==> src/rtl/lb_arb2.sv <==
// lb_arb2: two-master round-robin sequencer for the shared local bus.
// Each master hands over one transaction at a time with req/ack. The block
// drives a single-cycle strobe, times the fixed read pipeline and returns
// the captured read data to whichever master owns the transaction.
// Every output comes straight from a flop.
module lb_arb2 #(
    parameter int AW         = 24,
    parameter int READ_DELAY = 3
) (
    input  logic          lb_clk,
    input  logic          lb_rstn,
    // master 0
    input  logic          m0_req,
    input  logic          m0_rd,
    input  logic [AW-1:0] m0_addr,
    input  logic [31:0]   m0_wdata,
    output logic          m0_ack,
    output logic [31:0]   m0_rdata,
    // master 1
    input  logic          m1_req,
    input  logic          m1_rd,
    input  logic [AW-1:0] m1_addr,
    input  logic [31:0]   m1_wdata,
    output logic          m1_ack,
    output logic [31:0]   m1_rdata,
    // shared local bus
    output logic [AW-1:0] lb_addr,
    output logic          lb_strobe,
    output logic          lb_rd,
    output logic          lb_write,
    output logic [31:0]   lb_data_out,
    output logic          lb_rd_valid,
    input  logic [31:0]   lb_data_in,
    // status
    output logic          busy,
    output logic          owner
);

    // The counter only has to reach READ_DELAY; it exits there and never wraps.
    localparam int            CW       = $clog2(READ_DELAY + 1);
    localparam logic [CW-1:0] CNT_ONE  = CW'(1);
    localparam logic [CW-1:0] CNT_LAST = CW'(READ_DELAY);

    typedef enum logic [1:0] {IDLE, ISSUE, WAIT, DONE} state_t;

    state_t        state, state_d;
    logic [CW-1:0] cnt, cnt_d;      // cycles since the read strobe
    logic          prio, prio_d;    // master that wins when both request
    logic          cur_rd, cur_rd_d;

    logic          gnt;
    logic          sel_rd;
    logic [AW-1:0] sel_addr;
    logic [31:0]   sel_wdata;

    logic          m0_ack_d, m1_ack_d;
    logic [31:0]   m0_rdata_d, m1_rdata_d;
    logic [AW-1:0] lb_addr_d;
    logic          lb_strobe_d, lb_rd_d, lb_write_d, lb_rd_valid_d;
    logic [31:0]   lb_data_out_d;
    logic          busy_d, owner_d;

    // Pick the winner: a lone requester wins, a tie goes to the master not served last.
    always_comb begin
        gnt       = (m0_req && m1_req) ? prio : m1_req;
        sel_rd    = gnt ? m1_rd    : m0_rd;
        sel_addr  = gnt ? m1_addr  : m0_addr;
        sel_wdata = gnt ? m1_wdata : m0_wdata;
    end

    // Next state and next value of every registered output.
    always_comb begin
        // NOTE: every signal gets a default before the case so no path leaves
        // one unassigned, which would otherwise infer a latch.
        state_d       = state;
        cnt_d         = cnt;
        prio_d        = prio;
        cur_rd_d      = cur_rd;
        owner_d       = owner;
        lb_addr_d     = lb_addr;
        lb_data_out_d = lb_data_out;
        m0_rdata_d    = m0_rdata;
        m1_rdata_d    = m1_rdata;
        lb_strobe_d   = 1'b0;
        lb_rd_d       = 1'b0;
        lb_write_d    = 1'b0;
        lb_rd_valid_d = 1'b0;
        m0_ack_d      = 1'b0;
        m1_ack_d      = 1'b0;

        case (state)
            IDLE: begin
                if (m0_req || m1_req) begin
                    owner_d       = gnt;
                    prio_d        = ~gnt;
                    cur_rd_d      = sel_rd;
                    lb_addr_d     = sel_addr;
                    lb_data_out_d = sel_wdata;
                    lb_strobe_d   = 1'b1;
                    lb_rd_d       = sel_rd;
                    lb_write_d    = ~sel_rd;
                    state_d       = ISSUE;
                end
            end
            ISSUE: begin
                if (cur_rd) begin
                    cnt_d         = CNT_ONE;
                    lb_rd_valid_d = (READ_DELAY == 1);
                    state_d       = WAIT;
                end else begin
                    m0_ack_d = ~owner;
                    m1_ack_d = owner;
                    state_d  = DONE;
                end
            end
            WAIT: begin
                if (cnt == CNT_LAST) begin
                    if (owner) m1_rdata_d = lb_data_in;
                    else       m0_rdata_d = lb_data_in;
                    m0_ack_d = ~owner;
                    m1_ack_d = owner;
                    state_d  = DONE;
                end else begin
                    cnt_d         = cnt + CNT_ONE;
                    lb_rd_valid_d = ((cnt + CNT_ONE) == CNT_LAST);
                end
            end
            DONE: begin
                state_d = IDLE;
            end
            default: begin
                state_d = IDLE;
            end
        endcase

        busy_d = (state_d != IDLE);
    end

    // State and output registers; reset abandons any in-flight transaction.
    always_ff @(posedge lb_clk or negedge lb_rstn) begin
        if (!lb_rstn) begin
            state       <= IDLE;
            cnt         <= '0;
            prio        <= 1'b0;
            cur_rd      <= 1'b0;
            owner       <= 1'b0;
            lb_addr     <= '0;
            lb_data_out <= '0;
            lb_strobe   <= 1'b0;
            lb_rd       <= 1'b0;
            lb_write    <= 1'b0;
            lb_rd_valid <= 1'b0;
            m0_ack      <= 1'b0;
            m1_ack      <= 1'b0;
            m0_rdata    <= '0;
            m1_rdata    <= '0;
            busy        <= 1'b0;
        end else begin
            // NOTE: non-blocking updates so all flops see pre-edge values.
            state       <= state_d;
            cnt         <= cnt_d;
            prio        <= prio_d;
            cur_rd      <= cur_rd_d;
            owner       <= owner_d;
            lb_addr     <= lb_addr_d;
            lb_data_out <= lb_data_out_d;
            lb_strobe   <= lb_strobe_d;
            lb_rd       <= lb_rd_d;
            lb_write    <= lb_write_d;
            lb_rd_valid <= lb_rd_valid_d;
            m0_ack      <= m0_ack_d;
            m1_ack      <= m1_ack_d;
            m0_rdata    <= m0_rdata_d;
            m1_rdata    <= m1_rdata_d;
            busy        <= busy_d;
        end
    end

endmodule

==> config.mk <==
export PLATFORM = sky130hd
export DESIGN_NAME = lb_arb2
export DESIGN_NICKNAME = d
export VERILOG_FILES = /design/src/rtl/lb_arb2.sv
export SDC_FILE = /design/constraint.sdc
export NUM_CORES = 1
export LEC_CHECK = 0
export ABC_AREA = 1
export CORE_ASPECT_RATIO = 0.7
export CORE_MARGIN = 1.5
export CORE_UTILIZATION = 55
export DETAILED_ROUTE_END_ITERATION = 6
export DONT_BUFFER_PORTS = 1
export PLACE_DENSITY = 0.73
export SYNTH_ARGS = -nofsm -noshare
export SYNTH_HDL_FRONTEND = slang
export SYNTH_SLANG_ARGS = --single-unit
==> constraint.sdc <==
create_clock -name lb_clk -period 1.7 [get_ports lb_clk]
set_clock_uncertainty 0.15 [all_clocks]
set_input_delay 0.17 -clock lb_clk [delete_from_list [all_inputs] [get_ports lb_clk]]
set_output_delay 0.17 -clock lb_clk [all_outputs]
set_load 0.02 [all_outputs]
==> run_results.csv <==
group,metric,value,unit
yosys,synthSimpleGateAreaFrac,26.6,%
yosys,synth.area.mux_share,0,%
drt,first_pass_iters,7,
yosys,synth_top_family_by_area,"simple AND/OR/NAND/NOR gates",
floorplan,die_h,88.5,um
critical_path,setup.worst_path.start_class,"register",
floorplan,fp.dieW,125,um
critical_path,worst_ep_arrival_time,1.84,ns
floorplan,dieArea,11100,um^2
yosys,yosys.area.top_type,"dfrtp_1",
timing,worst_slack,0.0485,ns
hold_path,hold_class,"in2async",
drt,antenna_left,0,
global_routing,antenna_found_initial,0,
placement,dp_hpwl,10.0,mm
power_and_ir_drop,p_leak,3.84,nW
placement,port_buffers,0,
floorplan,coreArea,9910,um^2
clock_tree,cts_root_buf,"clkbuf_16",
power_and_ir_drop,pwr_density_cell,1990,nW/um^2
layout,fin_cells,904,
timing,hold_viol_final,134,
yosys,seq_area_frac_synth,58.4,%
layout,final_common_cell,"dlygate4sd3_1",
yosys,ys_types,22,
drt,maxUsedRoutingLayer,"met4",
critical_path,critical-path-slowest-cell,"dfrtp_1",
layout,final_cell_mix,"147 x dlygate4sd3_1, 139 x nand2_1, 134 x dfrtp_1",
placement,dp.cells,720,
drt,drt_iter0_drc,673,
drt,via_count,5559,
critical_path,crit_buf_inv,4,
timing,holdWs,-0.693,ns
clock_tree,cts_tree,"done",
critical_path,end_kind,"register",
timing,clock.fmax,0.605,GHz
drt,avgRoutedWirePerCell,21.1,um
clock_tree,cts_sinks,134,
global_routing,grt_max_degree,135,
floorplan,num_io_pins,278,
drt,viasPerCell,6.15,
global_routing,grt_pass1_wl,28.2,mm
drt,wirelength,19.1,mm
timing,slew_headroom,78.3,%
timing,period_share,97.1,%
layout,area_growth,40.0,%
yosys,synth-seq-cells,134,
placement,gp_congestion,0.822,
layout,nNetsFinal,919,
global_routing,grt-ovfl-total,0,
drt,met3_length,2.14,mm
layout,drive_above_1_share,7.86,%
flow_run,cap_viol_max_count,0,
critical_path,crit_type,"reg2reg",
layout,diodes,0,
clock_tree,cts_hold_buf,148,
floorplan,initial_core_util,57.9,%
yosys,syn-cell-area,5740,um^2
critical_path,cp.required,1.89,ns
timing,slew_violations,0,
critical_path,max_stage_delay,0.40,ns
layout,fillerInstances,558,
run_status,violations,"negative hold slack",
floorplan,rows,30,
layout,utilization,81.1,%
yosys,synth-xor-area-share,0,%
critical_path,crit_chain,"inv_2 -> ha_4 -> inv_2 -> nor2_4 -> buf_12 -> buf_6 -> nand3_1 -> nand3_1",
drt,wl_met2,9.46,mm
critical_path,cp_top_family,"buffers and inverters",
timing,finalSetupViolCount,0,
global_routing,gr-usage-all-layers,32.9,%
clock_tree,worstSkewPairLatency,0.40,ns
yosys,synth-compound-area-share,6.08,%
yosys,syn-num-nets,786,
critical_path,critPathMaxFanout,13,
power_and_ir_drop,irDropWorstVdd,1.09,mV
clock_tree,cts-htree-levels,4,
global_routing,grt_pass1_vias,5545,
placement,dp_slack,0.0293,ns
clock_tree,numCtsBuffers,17,
timing,timing.final.crit_period,1.65,ns
yosys,avgSynthCellArea,9.11,um^2
yosys,synth.area.top_cells,"dfrtp_1 58%, nand3_1 10%, nand2_1 9.2%",
drt,wl_met1,6.85,mm
yosys,synth_top_area_share,58.4,%
clock_tree,cts_buffer_depth,2,
drt,drc,0,
yosys,yosysWarnings,0,
yosys,syn-instance-count,630,
run_status,status,"finished with violations",
yosys,synthAdderAreaFrac,1.31,%
clock_tree,clk_pin_slew,0.06,ns
timing,tightest_slew,0.326,ns
## timing repair
action                     in CTS  in global routing
resized for setup               0                  7
setup endpoints to repair       0                 87
setup buffers                   0                  1
hold endpoints to repair      259                134
## kinds of logic (layout without fill, tap and decap cells)
logic type / count (synthesis) / after routing
buffers and inverters: 98 / 244
AOI/OAI and AO/OA: 69 / 69
and+or+nand+nor: 323 / 323
DFF: 134 / 134
adders and majority gates: 6 / 6
## state kept, by name, summed over array words and instances (netlist names), 2 cells and up
register     cells
lb_addr         24
m1_rdata        32
lb_data_out     32
m0_rdata        32
cnt              2
state            2
## layer usage
layer,vias to the layer above,track usage [%]
met3,62,12.2
met5,-,0
met4,0,17.4
met2,455,55.5
li1,2390,-
met1,2652,37.6
## synthesized netlist by cell type
master	instances
nand2_1	140
dfrtp_1	134
nand3_1	116
o21ai_0	67
nand4_1	56
inv_1	46
buf_2	32
clkbuf_1	13
ha_1	6
buf_4	4
nor2_1	3
buf_6	2
nand2_2	2
a21oi_1	1
and3_1	1
inv_2	1
nand3_2	1
nand3b_1	1
nor2_4	1
nor3_1	1
o21ai_2	1
or2_2	1
## report_power, final
group	internal, mW	switching, mW
Sequential	4.76	3.15
Clock	2.32	1.43
Combinational	1.76	2.54
## path summary, 6_finish.rpt
| kind | startpoint | to | slack (ns) | cells after the start |
|---|---|---|---|---|
| worst min-delay path | lb_rstn | lb_addr[10]$_DFFE_PN0P_ | -0.69 | 0 |
| worst max-delay path | state[0]$_DFF_PN0_ | lb_addr[3]$_DFFE_PN0P_ | 0.05 | 8 |
| worst min register to register | cur_rd$_DFFE_PN0P_ | cur_rd$_DFFE_PN0P_ | 0.39 | 2 |
| max in group asynchronous | lb_rstn | lb_data_out[14]$_DFFE_PN0P_ | 1.89 | 0 |
| worst max register to register | state[0]$_DFF_PN0_ | lb_addr[3]$_DFFE_PN0P_ | 0.05 | 8 |
| min in group lb_clk | m0_req | lb_addr[15]$_DFFE_PN0P_ | 0.02 | 4 |
## metrics by stage
stage / hold WS (ns) / power, mW / instance area, um^2 / setup TNS, ns
finish: -0.693 / 16.0 / 8040 / 0
global route: -0.720 / 16.7 / 8040 / -0.0441
CTS: -0.710 / 15.4 / 7930 / 0
detailed placement: -0.273 / 11.3 / 5830 / 0
global placement: -0.273 / 11.0 / 5830 / 0
floorplan: -0.276 / 10.2 / 5740 / 0
## area by class of cell
| type | count | area (um^2) | area share, % |
|---|---|---|---|
| Sequential cell | 134 | 3350 | 41.7 |
| Multi-Input combinational cell | 398 | 1990 | 24.7 |
| Timing Repair Buffer | 165 | 1760 | 21.9 |
| Clock buffer | 18 | 429 | 5.34 |
| Inverter | 47 | 176 | 2.20 |
| Clock inverter | 14 | 175 | 2.18 |
| Tap cell | 128 | 160 | 1.99 |
Power figures use the tool's default switching activity.
